==> src/rtl/pipe_mem_arb_if.sv <==
// Pipeline-side fetch/data request lines plus the shared req/ack memory bus.
// master = arbiter view, slave = pipeline and memory view.
interface pipe_mem_arb_if;
  logic        if_req;
  logic [31:0] if_addr;
  logic        d_rd;
  logic        d_wr;
  logic [31:0] d_addr;
  logic [31:0] d_wdata;
  logic [31:0] if_inst;
  logic        if_ready;
  logic [31:0] d_rdata;
  logic        d_ready;
  logic        pipe_stall;
  logic        bus_err;
  logic        mem_req;
  logic        mem_we;
  logic [31:0] mem_addr;
  logic [31:0] mem_wdata;
  logic [31:0] mem_rdata;
  logic        mem_ack;

  modport master (
    input  if_req, if_addr, d_rd, d_wr, d_addr, d_wdata, mem_rdata, mem_ack,
    output if_inst, if_ready, d_rdata, d_ready, pipe_stall, bus_err,
           mem_req, mem_we, mem_addr, mem_wdata
  );

  modport slave (
    output if_req, if_addr, d_rd, d_wr, d_addr, d_wdata, mem_rdata, mem_ack,
    input  if_inst, if_ready, d_rdata, d_ready, pipe_stall, bus_err,
           mem_req, mem_we, mem_addr, mem_wdata
  );
endinterface

==> src/rtl/pipe_mem_arb.sv <==
// Shares one req/ack memory between fetch and data access (data first); results are buffered
// and pipe_stall holds the pipeline until both complete. A watchdog aborts unacked requests.
module pipe_mem_arb #(
  parameter int unsigned TIMEOUT = 16
) (
  input  logic           clock,
  input  logic           resetn,
  pipe_mem_arb_if.master bus
);

  typedef enum logic [1:0] {IDLE, DATA, FETCH} state_t;

  localparam logic [7:0] WD_LAST = 8'(TIMEOUT - 1);

  state_t      state;
  state_t      state_nxt;
  logic        mem_req;
  logic        mem_we;
  logic [31:0] mem_addr;
  logic [31:0] mem_wdata;
  logic [31:0] inst_buf;
  logic [31:0] rdata_buf;
  logic        if_done;
  logic        d_done;
  logic [7:0]  wd_cnt;
  logic        bus_err;

  logic        dpend;
  logic        start_d;
  logic        start_f;
  logic        busy;
  logic        timeout;
  logic        acc_end;
  logic [31:0] rd_val;
  logic        pipe_stall;

  assign dpend   = bus.d_rd | bus.d_wr;
  assign start_d = dpend & ~d_done;
  assign start_f = bus.if_req & ~if_done;
  assign busy    = (state == DATA) || (state == FETCH);
  assign timeout = busy && !bus.mem_ack && (wd_cnt == WD_LAST);
  assign acc_end = busy && (bus.mem_ack || timeout);
  // An aborted access completes with zero read data.
  assign rd_val  = bus.mem_ack ? bus.mem_rdata : 32'h0;

  always_ff @(posedge clock) begin
    if (!resetn) state <= IDLE;
    else         state <= state_nxt;
  end

  always_comb begin
    state_nxt = state;
    case (state)
      IDLE: begin
        if (start_d)      state_nxt = DATA;
        else if (start_f) state_nxt = FETCH;
      end
      DATA, FETCH: begin
        if (acc_end) state_nxt = IDLE;
      end
      default: state_nxt = IDLE;
    endcase
  end

  always_comb begin
    pipe_stall     = (bus.if_req & ~if_done) | (dpend & ~d_done);
    bus.pipe_stall = pipe_stall;
    bus.if_ready   = if_done;
    bus.d_ready    = d_done;
    bus.if_inst    = inst_buf;
    bus.d_rdata    = rdata_buf;
    bus.bus_err    = bus_err;
    bus.mem_req    = mem_req;
    bus.mem_we     = mem_we;
    bus.mem_addr   = mem_addr;
    bus.mem_wdata  = mem_wdata;
  end

  always_ff @(posedge clock) begin
    if (!resetn) begin
      mem_req   <= 1'b0;
      mem_we    <= 1'b0;
      mem_addr  <= 32'h0;
      mem_wdata <= 32'h0;
      inst_buf  <= 32'h0;
      rdata_buf <= 32'h0;
      if_done   <= 1'b0;
      d_done    <= 1'b0;
      wd_cnt    <= 8'h0;
      bus_err   <= 1'b0;
    end else begin
      if (!pipe_stall) begin
        if_done <= 1'b0;
        d_done  <= 1'b0;
      end
      case (state)
        IDLE: begin
          if (start_d) begin
            mem_req   <= 1'b1;
            mem_we    <= bus.d_wr;
            mem_addr  <= bus.d_addr;
            mem_wdata <= bus.d_wdata;
            wd_cnt    <= 8'h0;
          end else if (start_f) begin
            mem_req  <= 1'b1;
            mem_we   <= 1'b0;
            mem_addr <= bus.if_addr;
            wd_cnt   <= 8'h0;
          end
        end
        DATA, FETCH: begin
          if (acc_end) begin
            mem_req <= 1'b0;
            mem_we  <= 1'b0;
            if (timeout) bus_err <= 1'b1;
            if (state == DATA) begin
              d_done <= 1'b1;
              if (!mem_we) rdata_buf <= rd_val;
            end else begin
              if_done  <= 1'b1;
              inst_buf <= rd_val;
            end
          end else begin
            wd_cnt <= wd_cnt + 8'h1;
          end
        end
        default: ;
      endcase
    end
  end

endmodule

==> src/flat_wrapper.sv <==
// flat-port wrapper written by rule: the top's interface ports become plain ports
module pipe_mem_arb_flat 
#(
  parameter int unsigned TIMEOUT = 16
)
  (clock, resetn, bus_if_req, bus_if_addr, bus_d_rd, bus_d_wr, bus_d_addr, bus_d_wdata, bus_mem_rdata, bus_mem_ack, bus_if_inst, bus_if_ready, bus_d_rdata, bus_d_ready, bus_pipe_stall, bus_bus_err, bus_mem_req, bus_mem_we, bus_mem_addr, bus_mem_wdata);
  pipe_mem_arb_if bus_i ();
  input  logic clock;
  input  logic resetn;
  input wire logic [$bits(bus_i.if_req)-1:0] bus_if_req;
  input wire logic [$bits(bus_i.if_addr)-1:0] bus_if_addr;
  input wire logic [$bits(bus_i.d_rd)-1:0] bus_d_rd;
  input wire logic [$bits(bus_i.d_wr)-1:0] bus_d_wr;
  input wire logic [$bits(bus_i.d_addr)-1:0] bus_d_addr;
  input wire logic [$bits(bus_i.d_wdata)-1:0] bus_d_wdata;
  input wire logic [$bits(bus_i.mem_rdata)-1:0] bus_mem_rdata;
  input wire logic [$bits(bus_i.mem_ack)-1:0] bus_mem_ack;
  output wire logic [$bits(bus_i.if_inst)-1:0] bus_if_inst;
  output wire logic [$bits(bus_i.if_ready)-1:0] bus_if_ready;
  output wire logic [$bits(bus_i.d_rdata)-1:0] bus_d_rdata;
  output wire logic [$bits(bus_i.d_ready)-1:0] bus_d_ready;
  output wire logic [$bits(bus_i.pipe_stall)-1:0] bus_pipe_stall;
  output wire logic [$bits(bus_i.bus_err)-1:0] bus_bus_err;
  output wire logic [$bits(bus_i.mem_req)-1:0] bus_mem_req;
  output wire logic [$bits(bus_i.mem_we)-1:0] bus_mem_we;
  output wire logic [$bits(bus_i.mem_addr)-1:0] bus_mem_addr;
  output wire logic [$bits(bus_i.mem_wdata)-1:0] bus_mem_wdata;
  assign bus_i.if_req = bus_if_req;
  assign bus_i.if_addr = bus_if_addr;
  assign bus_i.d_rd = bus_d_rd;
  assign bus_i.d_wr = bus_d_wr;
  assign bus_i.d_addr = bus_d_addr;
  assign bus_i.d_wdata = bus_d_wdata;
  assign bus_i.mem_rdata = bus_mem_rdata;
  assign bus_i.mem_ack = bus_mem_ack;
  assign bus_if_inst = bus_i.if_inst;
  assign bus_if_ready = bus_i.if_ready;
  assign bus_d_rdata = bus_i.d_rdata;
  assign bus_d_ready = bus_i.d_ready;
  assign bus_pipe_stall = bus_i.pipe_stall;
  assign bus_bus_err = bus_i.bus_err;
  assign bus_mem_req = bus_i.mem_req;
  assign bus_mem_we = bus_i.mem_we;
  assign bus_mem_addr = bus_i.mem_addr;
  assign bus_mem_wdata = bus_i.mem_wdata;
  pipe_mem_arb #(.TIMEOUT(TIMEOUT)) u_core (.clock(clock), .resetn(resetn), .bus(bus_i));
endmodule
==> config.mk <==
export PLATFORM = sky130hd
export DESIGN_NAME = pipe_mem_arb_flat
export DESIGN_NICKNAME = d
export VERILOG_FILES = /design/src/rtl/pipe_mem_arb_if.sv /design/src/rtl/pipe_mem_arb.sv /design/src/flat_wrapper.sv
export SDC_FILE = /design/constraint.sdc
export NUM_CORES = 1
export LEC_CHECK = 0
export CAP_MARGIN = 20
export CORE_MARGIN = 5
export CORE_UTILIZATION = 42
export DETAILED_ROUTE_END_ITERATION = 8
export GPL_TIMING_DRIVEN = 0
export PLACE_DENSITY = 0.81
export SLEW_MARGIN = 5
export SYNTH_ARGS = -nofsm -noshare
export SYNTH_HDL_FRONTEND = slang
export SYNTH_SLANG_ARGS = --single-unit
==> constraint.sdc <==
create_clock -name clock -period 2.3 [get_ports clock]
set_input_delay 0.69 -clock clock [delete_from_list [all_inputs] [get_ports clock]]
set_output_delay 0.69 -clock clock [all_outputs]
set_load 0.01 [all_outputs]
# Yosys cells after proc, flatten, opt, wreduce, memory -nomap -nowiden
# Cells that the tools add are included.
[op_classes] addsub=1 n_eq_ne=6 muxes=26 n_bitwise=8 reduce_logical=18
[op_table] operator="$mux W32" n=3
[op_table] operator="$mux W8" n=3
[op_table] operator="$pmux W8 S2" n=1
[op_table] operator="$mux W1" n=13
[op_table] operator="$reduce_and A3 Y1" n=4
[op_table] operator="$add A8 B1 Y8 const B" n=1
[op_table] operator="$eq A8 B4 Y1 const B" n=1
[op_table] operator="$mux W2" n=3
[op_table] operator="$reduce_and A2 Y1" n=3
[op_table] operator="$not A1 Y1" n=4
[op_table] operator="$pmux W1 S2" n=2
[op_table] operator="$pmux W2 S2" n=1
[op_table] operator="$reduce_and A4 Y1" n=1
[op_table] operator="$reduce_bool A2 Y1" n=2
[op_table] operator="$logic_and A1 B1 Y1" n=3
[op_table] operator="$ne A3 B1 Y1 const B" n=1
[op_table] operator="$and A1 B1 Y1" n=2
[op_table] operator="$eq A2 B1 Y1 const B" n=1
[op_table] operator="$eq A2 B2 Y1 const B" n=1
[op_table] operator="$logic_not A2 Y1" n=1
[op_table] operator="$logic_or A1 B1 Y1" n=2
[op_table] operator="$ne A2 B1 Y1 const B" n=1
[op_table] operator="$ne A2 B2 Y1 const B" n=1
[op_table] operator="$or A1 B1 Y1" n=2
[op_table] operator="other kinds (2)" n=2
[totals] ff_bits=143 input_bits=134 out_inout_bits=134 word_cells=70

# Logic depth before layout (Yosys ltp)
# Gate-level depths: netlist of the first run.
[logic_depth] ltp_word=8 ltp_mapped=8 depth_no_buf=6

# Worst setup path before layout of the first run
# No wires, ideal clock.
[synth_path] kind="input -> output" from="input port bus_d_wr" to="output port bus_pipe_stall" t_arrival_ns=1.441 required_ns=1.610 path_slack_ns=0.169 stages=4 n_path_buf=2 path_cell_list="o21bai_2 -> buf_4 -> buf_4 -> nand2_1"
[synth_via] elab_chain_len=3
[synth_rtl] element="start: declaration" line="flat_wrapper.sv:13" source="input wire logic [$bits(bus_i.d_wr)-1:0] bus_d_wr;"
[synth_rtl] element="$or A1 B1 Y1" line="pipe_mem_arb.sv:37" source="assign dpend = bus.d_rd | bus.d_wr;"
[synth_rtl] element="$and A1 B1 Y1" line="pipe_mem_arb.sv:66" source="pipe_stall = (bus.if_req & ~if_done) | (dpend & ~d_done);"
[synth_rtl] element="$or A1 B1 Y1" line="pipe_mem_arb.sv:66"
[synth_rtl] element="end: declaration" line="flat_wrapper.sv:22" source="output wire logic [$bits(bus_i.pipe_stall)-1:0] bus_pipe_stall;"
# Every way passes these cells.

# Worst setup path in the final report of the first run
[layout_path] from="input port bus_if_req" to="output port bus_pipe_stall"
[layout_via] elab_chain_len=2
[layout_rtl] element="start: declaration" line="flat_wrapper.sv:10" source="input wire logic [$bits(bus_i.if_req)-1:0] bus_if_req;"
[layout_rtl] element="$and A1 B1 Y1" line="pipe_mem_arb.sv:66"
[layout_rtl] element="$or A1 B1 Y1" line="pipe_mem_arb.sv:66"
# Every way passes these cells.

==> results.yml, run 1 <==
placed_design:
  place_inst: 1130
  place_ws_ns: -0.8912
  gp_congestion: 0.8515
  io_buffers: 266
  place_area_mm2: 0.008775
  dp.final_hpwl_um: 15330
sta:
  fin_crit_sh: 0.9641
  rsz0062_at_grt: "false"
  post-route-min-period_ns: 2.217
  relSlewSlack: 0.5535
  skew_ns: 0.007525
  tightest_slew_ns: 0.6698
  hold_viol_final: 0
  fmax_mhz: 451.0
  finalSetupTns_ns: 0
  setup_viol: 0
  holdWs_ns: 0.4535
  maxSlewViolCount: 0
  setup_ws_ns: 0.08253
yosys:
  synth_top_family_by_area: "compound AO/OA/AOI/OAI gates"
  synth-adder-area-share: 0.01063
  netlist-cell-type-count: 43
  yosysWarnings: 0
  synth-xor-area-share: 0
  ys_seq_area_frac: 0.4863
  syn_nets: 823
  synth-compound-area-share: 0.2236
  syn_inst: 684
  synthSimpleGateAreaFrac: 0.1677
  yosys_register_bits: 143
  synth_area_mm2: 0.005887
  synth.avg_cell_area_um2: 8.607
  synth_mux_area_frac: 0.05441
global_routing:
  grt_use_total: 0.2391
  antenna_found_initial: 0
  grt_start_max_net_pins: 19
  grt_pass1_vias: 5929
  grt_overflow: 0
  grt_pass1_wl_um: 31390
clock_network:
  clock_sinks: 143
  clock_latency_ns: 0.41
  cts_max_path_buffers: 2
  ctsHoldBuffers: 0
  numCtsBuffers: 17
  clk_pin_slew_ns: 0.06
  cts_tree: "done"
  root_buffer: "clkbuf_16"
  h-tree-depth: 4
setup_path:
  crit_path_end_kind: "output pin"
  crit_fanout: 7
  cpPeakStageDelay_ns: 0.47
  rr_startpoint: "u_core.state[0]"
  critical_path_class: "input pin to output pin"
  cp_data_arrival_time_ns: 1.53
  required_ns: 1.61
  cp-start-kind: "input pin"
  critPathLaunch: "bus_if_req"
  rr_worst_depth: 7
  crit_slowest_cell: "clkdlybuf4s50_1"
  ff2ff_setup_slack_ns: 0.20
  path_cells: "clkdlybuf4s50_1, nand2b_2, nand2_1, buf_2"
  timing.rr.end: "u_core.bus.if_inst[17]"
floorplanning:
  die_w_um: 128.4
  die_h_um: 128.4
  initial_core_util: 0.4258
  dieArea_mm2: 0.01648
  core_mm2: 0.01383
  num_rows: 43
  ios: 268
power_and_ir_drop:
  leakage_nw: 3.382
  ir_drop_mv: 0.5222
  p_per_area_mw_per_mm2: 788.4
finish:
  n_antenna_cell: 0
  drive_above_1_share: 0.06823
  finalNonFillerCells: 1162
  stdcell_area_mm2: 0.009418
  final_nets: 1108
  synthToLayoutAreaGrowth_pct: 59.98
job:
  drv_cap: 0
drt:
  dr.pass1.iters: 5
  ant_nets: 0
  wl_um: 20150
  wl_per_cell_um: 17.34
  viasPerCell: 5.429
  vias: 6309
  drt_iter0_drc: 452
  drcViolationCount: 0
worst_hold_path:
  whs_path_depth: 2
  whs_endpoint: "u_core.bus.mem_wdata[24]"
  min-delay-start: "u_core.bus.mem_wdata[24]"
  hold_path_class: "register to register"
status:
  outcome: "completed"
report_power, final:
group / internal (mW) / leakage (nW) / switching (mW)
Sequential: 2.68 / 1.17 / 0.111
Clock: 1.82 / 0.304 / 1.04
Combinational: 0.821 / 1.91 / 0.954
Total: 5.32 / 3.38 / 2.10
synth_stat cells, drive strengths merged:
cell | instances | share of area
a21bo | 1 | 0.0017
ha | 5 | 0.011
o21ai | 70 | 0.060
a21oi | 100 | 0.087
nor3 | 4 | 0.0034
o31ai | 1 | 0.0013
nand3 | 5 | 0.0051
o21a | 3 | 0.0038
nor4b | 1 | 0.0025
nand4 | 64 | 0.068
buf | 17 | 0.018
mux2i | 32 | 0.054
or2 | 1 | 0.0011
or4b | 1 | 0.0017
a311oi | 2 | 0.0030
or4 | 1 | 0.0019
clkbuf | 53 | 0.034
and4b | 1 | 0.0017
nand2 | 73 | 0.047
and3 | 3 | 0.0032
a31o | 1 | 0.0015
dfxtp | 143 | 0.49
nand2b | 4 | 0.0043
a32o | 3 | 0.0051
a31oi | 4 | 0.0043
o22a | 2 | 0.0030
nor2 | 39 | 0.025
nor4 | 1 | 0.0011
and2 | 1 | 0.0011
and2b | 1 | 0.0013
inv | 8 | 0.0051
a22oi | 1 | 0.0036
o21bai | 1 | 0.0019
a21boi | 4 | 0.0051
a211oi | 33 | 0.043
worst max path at each step:
stage,cells past startpoint,slack [ns],to
after floorplan,4,0.17,bus_pipe_stall
after global placement,6,-0.88,bus_pipe_stall
after detailed placement,6,-0.89,bus_pipe_stall
after CTS,4,0.0009,bus_pipe_stall
after global routing,7,0.009,u_core.bus.if_inst[16]
final,4,0.08,bus_pipe_stall
what timing repair did:
action                                  CTS  global route
gates resized for setup                  10             6
pin swaps                                 1             0
endpoints found under the setup margin    1             9
hold endpoints to repair                  0             0
setup buffers                             2             0
logic make-up after synthesis:
group,count (synthesis)
AO/OA/AOI/OAI,226
AND/OR/NAND/NOR,200
flip-flops,143
buffers and inverters,78
multiplexers,32
adder cells (fa/ha/maj),5
cell type report:
type / count / area (µm²)
fillers: 1125 / 4409
flip-flops and latches: 143 / 2863
multi-input cells: 463 / 2700
repair buffers: 268 / 2670
clock buffers: 23 / 488.0
plain buffers: 68 / 311.5
well taps: 180 / 225.2
clock inverters: 9 / 130.1
inverters: 8 / 30.03
critical path, delay by kind of cell:
family | cells | cell delay, ns
buf+inv | 2 | 0.61
simple gates | 2 | 0.22
stage by stage:
stage,utilization,power [mW]
floorplan,-,3.687
global placement,0.6346,4.580
detailed placement,0.6346,4.599
CTS,0.6805,7.451
global route,0.6811,7.754
finish,0.6811,7.425
state kept, by name, indices dropped and copies added, names as in the netlist:
| signal | flops |
|---|---|
| u_core.state | 2 |
| u_core.bus.d_ready | 1 |
| u_core.bus.mem_we | 1 |
| u_core.bus.mem_addr | 32 |
| u_core.bus.if_ready | 1 |
| u_core.bus.if_inst | 32 |
| u_core.bus.d_rdata | 32 |
| u_core.wd_cnt | 8 |
| u_core.bus.mem_req | 1 |
| u_core.bus.mem_wdata | 32 |
| u_core.bus.bus_err | 1 |
layer usage:
| layer | up-vias | wire, µm | global-route usage |
|---|---|---|---|
| met2 | 349 | 9780 | 0.4027 |
| met1 | 2878 | 7685 | 0.2899 |
| met3 | 37 | 2246 | 0.07597 |
| met5 | - | 0 | 0 |
| met4 | 0 | 442 | 0.07928 |
| li1 | 3045 | - | - |
placed cells by master, fill, tap and decap left out, types with 2 or more instances in the layout:
master,n
a211oi_1,32
a21boi_0,3
a21oi_1,99
a311oi_1,2
a31oi_1,4
a32o_1,3
and3_1,3
buf_2,13
buf_4,3
buf_6,2
bufinv_16,3
clkbuf_1,49
clkbuf_16,17
clkbuf_2,5
clkbuf_8,4
clkdlybuf4s50_1,263
clkinv_2,3
dfxtp_1,143
dlygate4sd2_1,2
ha_1,5
inv_1,8
mux2i_1,32
nand2_1,73
nand2b_1,3
nand3_1,4
nand4_1,64
nor2_1,39
nor3_1,4
o21a_1,3
o21ai_0,65
o21ai_1,5
o22a_1,2
(Power assumes the default switching activity.)
==> run 2, diff against run 1 <==
- CORE_ASPECT_RATIO: unset -> 0.8
==> run 2 against run 1 <==
Setup slack got worse by 0.013 ns; cell area grew 0.52%; total power up 1.6%; hold slack is essentially flat; highest routed layer unchanged; clock-buffer cell count decreased by 2; utilization up 1.3 points; clock power is 5% higher; register-to-register slack better by 0.05 ns; first-iteration DRC count rose by 7.5%; critical path type unchanged; combinational power about the same; cell count about the same.
==> results.yml, run 2 (synthesis results as in run 1) <==
floorplanning:
  initial_core_util: 0.4314
  die_h_um: 115.9
  die_w_um: 142.4
  ios: 268
  num_rows: 38
  dieArea_mm2: 0.01650
  core_mm2: 0.01365
global_routing:
  grt_start_max_net_pins: 19
  grt_overflow: 0
  globalRouteMet1Util: 0.3142
  grt_pass1_vias: 5990
  grt_use_met2: 0.3798
  grt_use_total: 0.2367
  grt_pass1_wl_um: 31170
  antenna_found_initial: 0
  grt-busiest-layer: "met2"
  grt_use_met3: 0.07797
setup_path:
  required_ns: 1.61
  crit_fanout: 2
  crit_path_end_kind: "output pin"
  crit_slowest_cell: "dlygate4sd2_1"
  path_cells: "dlygate4sd2_1, o21bai_4, buf_12, nand2_1, clkdlybuf4s15_2"
  cp-start-kind: "input pin"
  cpPeakStageDelay_ns: 0.28
  critical_path_class: "input pin to output pin"
  cp_data_arrival_time_ns: 1.54
sta:
  relSlewSlack: 0.6003
  setup_ws_ns: 0.06932
  fmax_mhz: 448.3
  setup_viol: 0
  hold_viol_final: 0
  post-route-min-period_ns: 2.231
  tightest_slew_ns: 0.5996
  rsz0062_at_grt: "false"
  holdWs_ns: 0.4532
  fin_crit_sh: 0.9699
  maxSlewViolCount: 0
  skew_ns: 0.008984
finish:
  utilization: 0.6937
  final_nets: 1109
  stdcell_area_mm2: 0.009467
  final_common_cell: "clkdlybuf4s50_1"
  synthToLayoutAreaGrowth_pct: 60.81
  n_antenna_cell: 0
  final_cell_mix: "262 x clkdlybuf4s50_1, 143 x dfxtp_1, 99 x a21oi_1"
  drive_above_1_share: 0.06918
worst_hold_path:
  hold_path_class: "register to register"
clock_network:
  clk_pin_slew_ns: 0.06
  h-tree-depth: 4
  clock_latency_ns: 0.41
  root_buffer: "clkbuf_16"
  clock_sinks: 143
  cts_tree: "done"
  numCtsBuffers: 17
  cts_max_path_buffers: 2
status:
  outcome: "completed"
power_and_ir_drop:
  leakage_nw: 3.398
  ir_drop_mv: 0.4825
  power_mw: 7.547
  p_per_area_mw_per_mm2: 797.2
placed_design:
  gp_congestion: 0.8821
  dp.final_hpwl_um: 15410
  place_ws_ns: -0.9710
  place_area_mm2: 0.008775
  io_buffers: 266
drt:
  drt_iter0_drc: 486
  wl_per_cell_um: 17.36
  drcViolationCount: 0
  viasPerCell: 5.389
  dr.pass1.iters: 5
  vias: 6267
  ant_nets: 0
  wl_um: 20180
job:
  drv_cap: 0
[run 2: what timing repair did]
| item | in CTS | in global routing |
|---|---|---|
| hold buffers | 0 | 0 |
| endpoints found under the hold margin | 0 | 0 |
| setup buffers | 3 | 0 |
| pin swaps | 1 | 0 |
| setup endpoints to repair | 1 | 3 |
| gates resized for setup | 11 | 4 |
[run 2: cell type report]
cell class	count	area [µm²]
Fill cell	1157	4179
Sequential cell	143	2863
Multi-Input combinational cell	463	2705
Timing Repair Buffer	269	2686
Clock buffer	21	470.5
Buffer	68	310.3
Tap cell	180	225.2
Clock inverter	11	176.4
Inverter	8	30.03
[run 2: through the flow]
stage,cells,setup TNS (ns)
6_report,1163,0
5_1_grt,1163,0
4_1_cts,1163,0
3_5_place_dp,1130,-14.64
3_3_place_gp,1130,-13.25
2_1_floorplan,684,0
[run 2: power by group]
group	leakage, nW	internal (mW)	switching, mW
combinational	1.93	0.823	0.945
clock	0.303	1.91	1.08
sequential	1.17	2.68	0.104
[run 2: worst paths after layout]
| path | startpoint | endpoint | slack, ns | depth (start not counted) |
|---|---|---|---|---|
| max | bus_d_rd | bus_pipe_stall | 0.07 | 5 |
| min | u_core.bus.mem_wdata[26] | u_core.bus.mem_wdata[26] | 0.45 | 2 |
| max reg2reg | u_core.state[0] | u_core.bus.d_rdata[24] | 0.25 | 7 |
| min reg2reg | u_core.bus.mem_wdata[26] | u_core.bus.mem_wdata[26] | 0.45 | 2 |
[run 2: routing by layer]
| metal | vias to the layer above | wire, µm |
|---|---|---|
| met4 | 0 | 220 |
| met3 | 20 | 1864 |
| met1 | 2929 | 8930 |
| met2 | 264 | 9168 |
| met5 | - | 0 |
| li1 | 3054 | - |
[run 2: critical path, delay by kind of cell]
family / cells / cell delay, ns
AO/OA/AOI/OAI: 1 / 0.19
AND/OR/NAND/NOR: 1 / 0.04
buffers and inverters: 3 / 0.62
==> run 3, diff against run 2 <==
- RECOVER_POWER: unset -> 50
==> run 3 against run 2 <==
Clock power about the same; sequential power is essentially flat; first-iteration DRC count fell by 6.6%; global-route usage stayed put; critical path type unchanged; largest cell class unchanged.
==> results.yml, run 3 (synthesis results as in run 1) <==
finish:
  utilization: 0.6931
  n_fill_cell: 1162
  n_antenna_cell: 0
  final_common_cell: "clkdlybuf4s50_1"
  drive_above_1_share: 0.06612
  final_cell_mix: "168 x clkdlybuf4s50_1, 143 x dfxtp_1, 99 x a21oi_1"
  synthToLayoutAreaGrowth_pct: 60.66
  finalNonFillerCells: 1163
  final_nets: 1109
setup_path:
  timing.rr.end: "u_core.wd_cnt[5]"
  path_cells: "dlygate4sd2_1, o21bai_4, buf_12, nand2_1, clkdlybuf4s15_2"
  crit_slowest_cell: "dlygate4sd2_1"
  cp_data_arrival_time_ns: 1.54
  required_ns: 1.61
  cpPeakStageDelay_ns: 0.28
  endpoint: "bus_pipe_stall"
  ff2ff_setup_slack_ns: 0.18
  rr_worst_depth: 7
  critPathLaunch: "bus_d_rd"
  critical_path_class: "input pin to output pin"
  crit_path_end_kind: "output pin"
  cp-start-kind: "input pin"
  crit_fanout: 2
  rr_startpoint: "u_core.state[0]"
power_and_ir_drop:
  pwr-share-seq: 0.371
  internal_power_mw: 5.363
  ir_drop_mv: 0.4847
  switching_share: 0.2837
  switchingPower_mw: 2.124
  pwr-share-comb: 0.229
  p_per_area_mw_per_mm2: 791.6
  power_mw: 7.487
  clkPwrFrac: 0.400
  leakage_nw: 3.658
placed_design:
  io_buffers: 266
  place_inst: 1130
  gp_congestion: 0.8821
  dp.final_hpwl_um: 15410
  place_ws_ns: -0.9710
drt:
  wl_per_cell_um: 17.38
  drt_iter0_drc: 454
  ant_nets: 0
  vias: 6276
  viasPerCell: 5.396
  dr.pass1.iters: 5
  drcViolationCount: 0
  wl_um: 20210
global_routing:
  grt_use_total: 0.2367
  grt_start_max_net_pins: 19
  grt_pass1_vias: 5990
  grt_pass1_wl_um: 31170
  antenna_found_initial: 0
  grt_overflow: 0
sta:
  relSlewSlack: 0.5808
  fmax_mhz: 449.1
  fin_crit_sh: 0.9680
  post-route-min-period_ns: 2.227
  setup_viol: 0
  rsz0062_at_grt: "false"
  maxSlewViolCount: 0
  setup_ws_ns: 0.07349
  skew_ns: 0.01218
  holdWs_ns: 0.4508
  tightest_slew_ns: 0.6288
  hold_viol_final: 0
floorplanning:
  core_mm2: 0.01365
  die_w_um: 142.4
  ios: 268
  initial_core_util: 0.4314
  die_h_um: 115.9
  dieArea_mm2: 0.01650
  num_rows: 38
status:
  outcome: "completed"
clock_network:
  numCtsBuffers: 17
  clock_latency_ns: 0.42
  clk_pin_slew_ns: 0.06
  h-tree-depth: 4
  cts_max_path_buffers: 2
  cts_tree: "done"
  root_buffer: "clkbuf_16"
  clock_sinks: 143
worst_hold_path:
  hold_path_class: "register to register"
  min-delay-start: "u_core.bus.mem_wdata[26]"
job:
  drv_cap: 0
[run 3: cell count changes in the layout (fill, tap and decap cells not counted), sizes merged]
cell,before,now
clkdlybuf4s50,262,168
dlygate4sd3,0,94
buf,19,13
clkbuf,73,79
[run 3: power groups by stage]
| stage | clock, mW | combinational, mW | sequential (mW) |
|---|---|---|---|
| 3_5_place_dp | 0 | 1.75 | 2.84 |
| 5_1_grt | 3.16 | 1.86 | 2.80 |
| 2_1_floorplan | 0 | 0.767 | 2.92 |
| 6_report | 3.00 | 1.72 | 2.78 |
| 4_1_cts | 3.03 | 1.77 | 2.78 |
| 3_3_place_gp | 0 | 1.73 | 2.83 |
[run 3: repair_timing]
action                     CTS  global route
pin swaps                    1             0
setup buffers                3             0
resized for setup           11             4
hold buffers                 0             0
setup endpoints to repair    1             3
[run 3: worst max-delay path: cells and delay by family]
family                 cells  cell delay [ns]
and+or+nand+nor            1             0.04
buffers and inverters      3             0.62
AOI/OAI and AO/OA          1             0.18
[run 3: cell type report]
cell class / instances / area [µm²] / area share
clock buffer: 21 / 470.5 / 0.04974
tap: 180 / 225.2 / 0.02381
inverter: 8 / 30.03 / 0.003175
multi-input combinational: 463 / 2705 / 0.2860
sequential: 143 / 2863 / 0.3027
clock inverter: 11 / 176.4 / 0.01865
timing repair buffer: 269 / 2683 / 0.2836
buffer: 68 / 305.3 / 0.03228
[run 3: routing by layer]
metal / global-route usage / routed length, µm
met5: 0 / 0
met1: 0.3142 / 8948
met3: 0.07797 / 1801
met2: 0.3798 / 9202
met4: 0.05130 / 257
[run 3: how the worst min path moves through the flow]
stage	endpoint	slack [ns]	cells after the start
2_1_floorplan	u_core.bus.mem_wdata[0]	0.48	2
6_report	u_core.bus.mem_wdata[26]	0.45	2
5_1_grt	u_core.bus.mem_wdata[26]	0.47	2
3_5_place_dp	u_core.bus.mem_wdata[7]	0.45	2
3_3_place_gp	u_core.bus.mem_wdata[30]	0.44	2
4_1_cts	u_core.bus.mem_wdata[7]	0.46	2
[run 3: stage by stage]
stage	setup TNS, ns	area (µm²)
floorplan	0	5887
global placement	-13.25	8775
detailed placement	-14.64	8775
CTS	0	9459
global route	0	9458
finish	0	9458
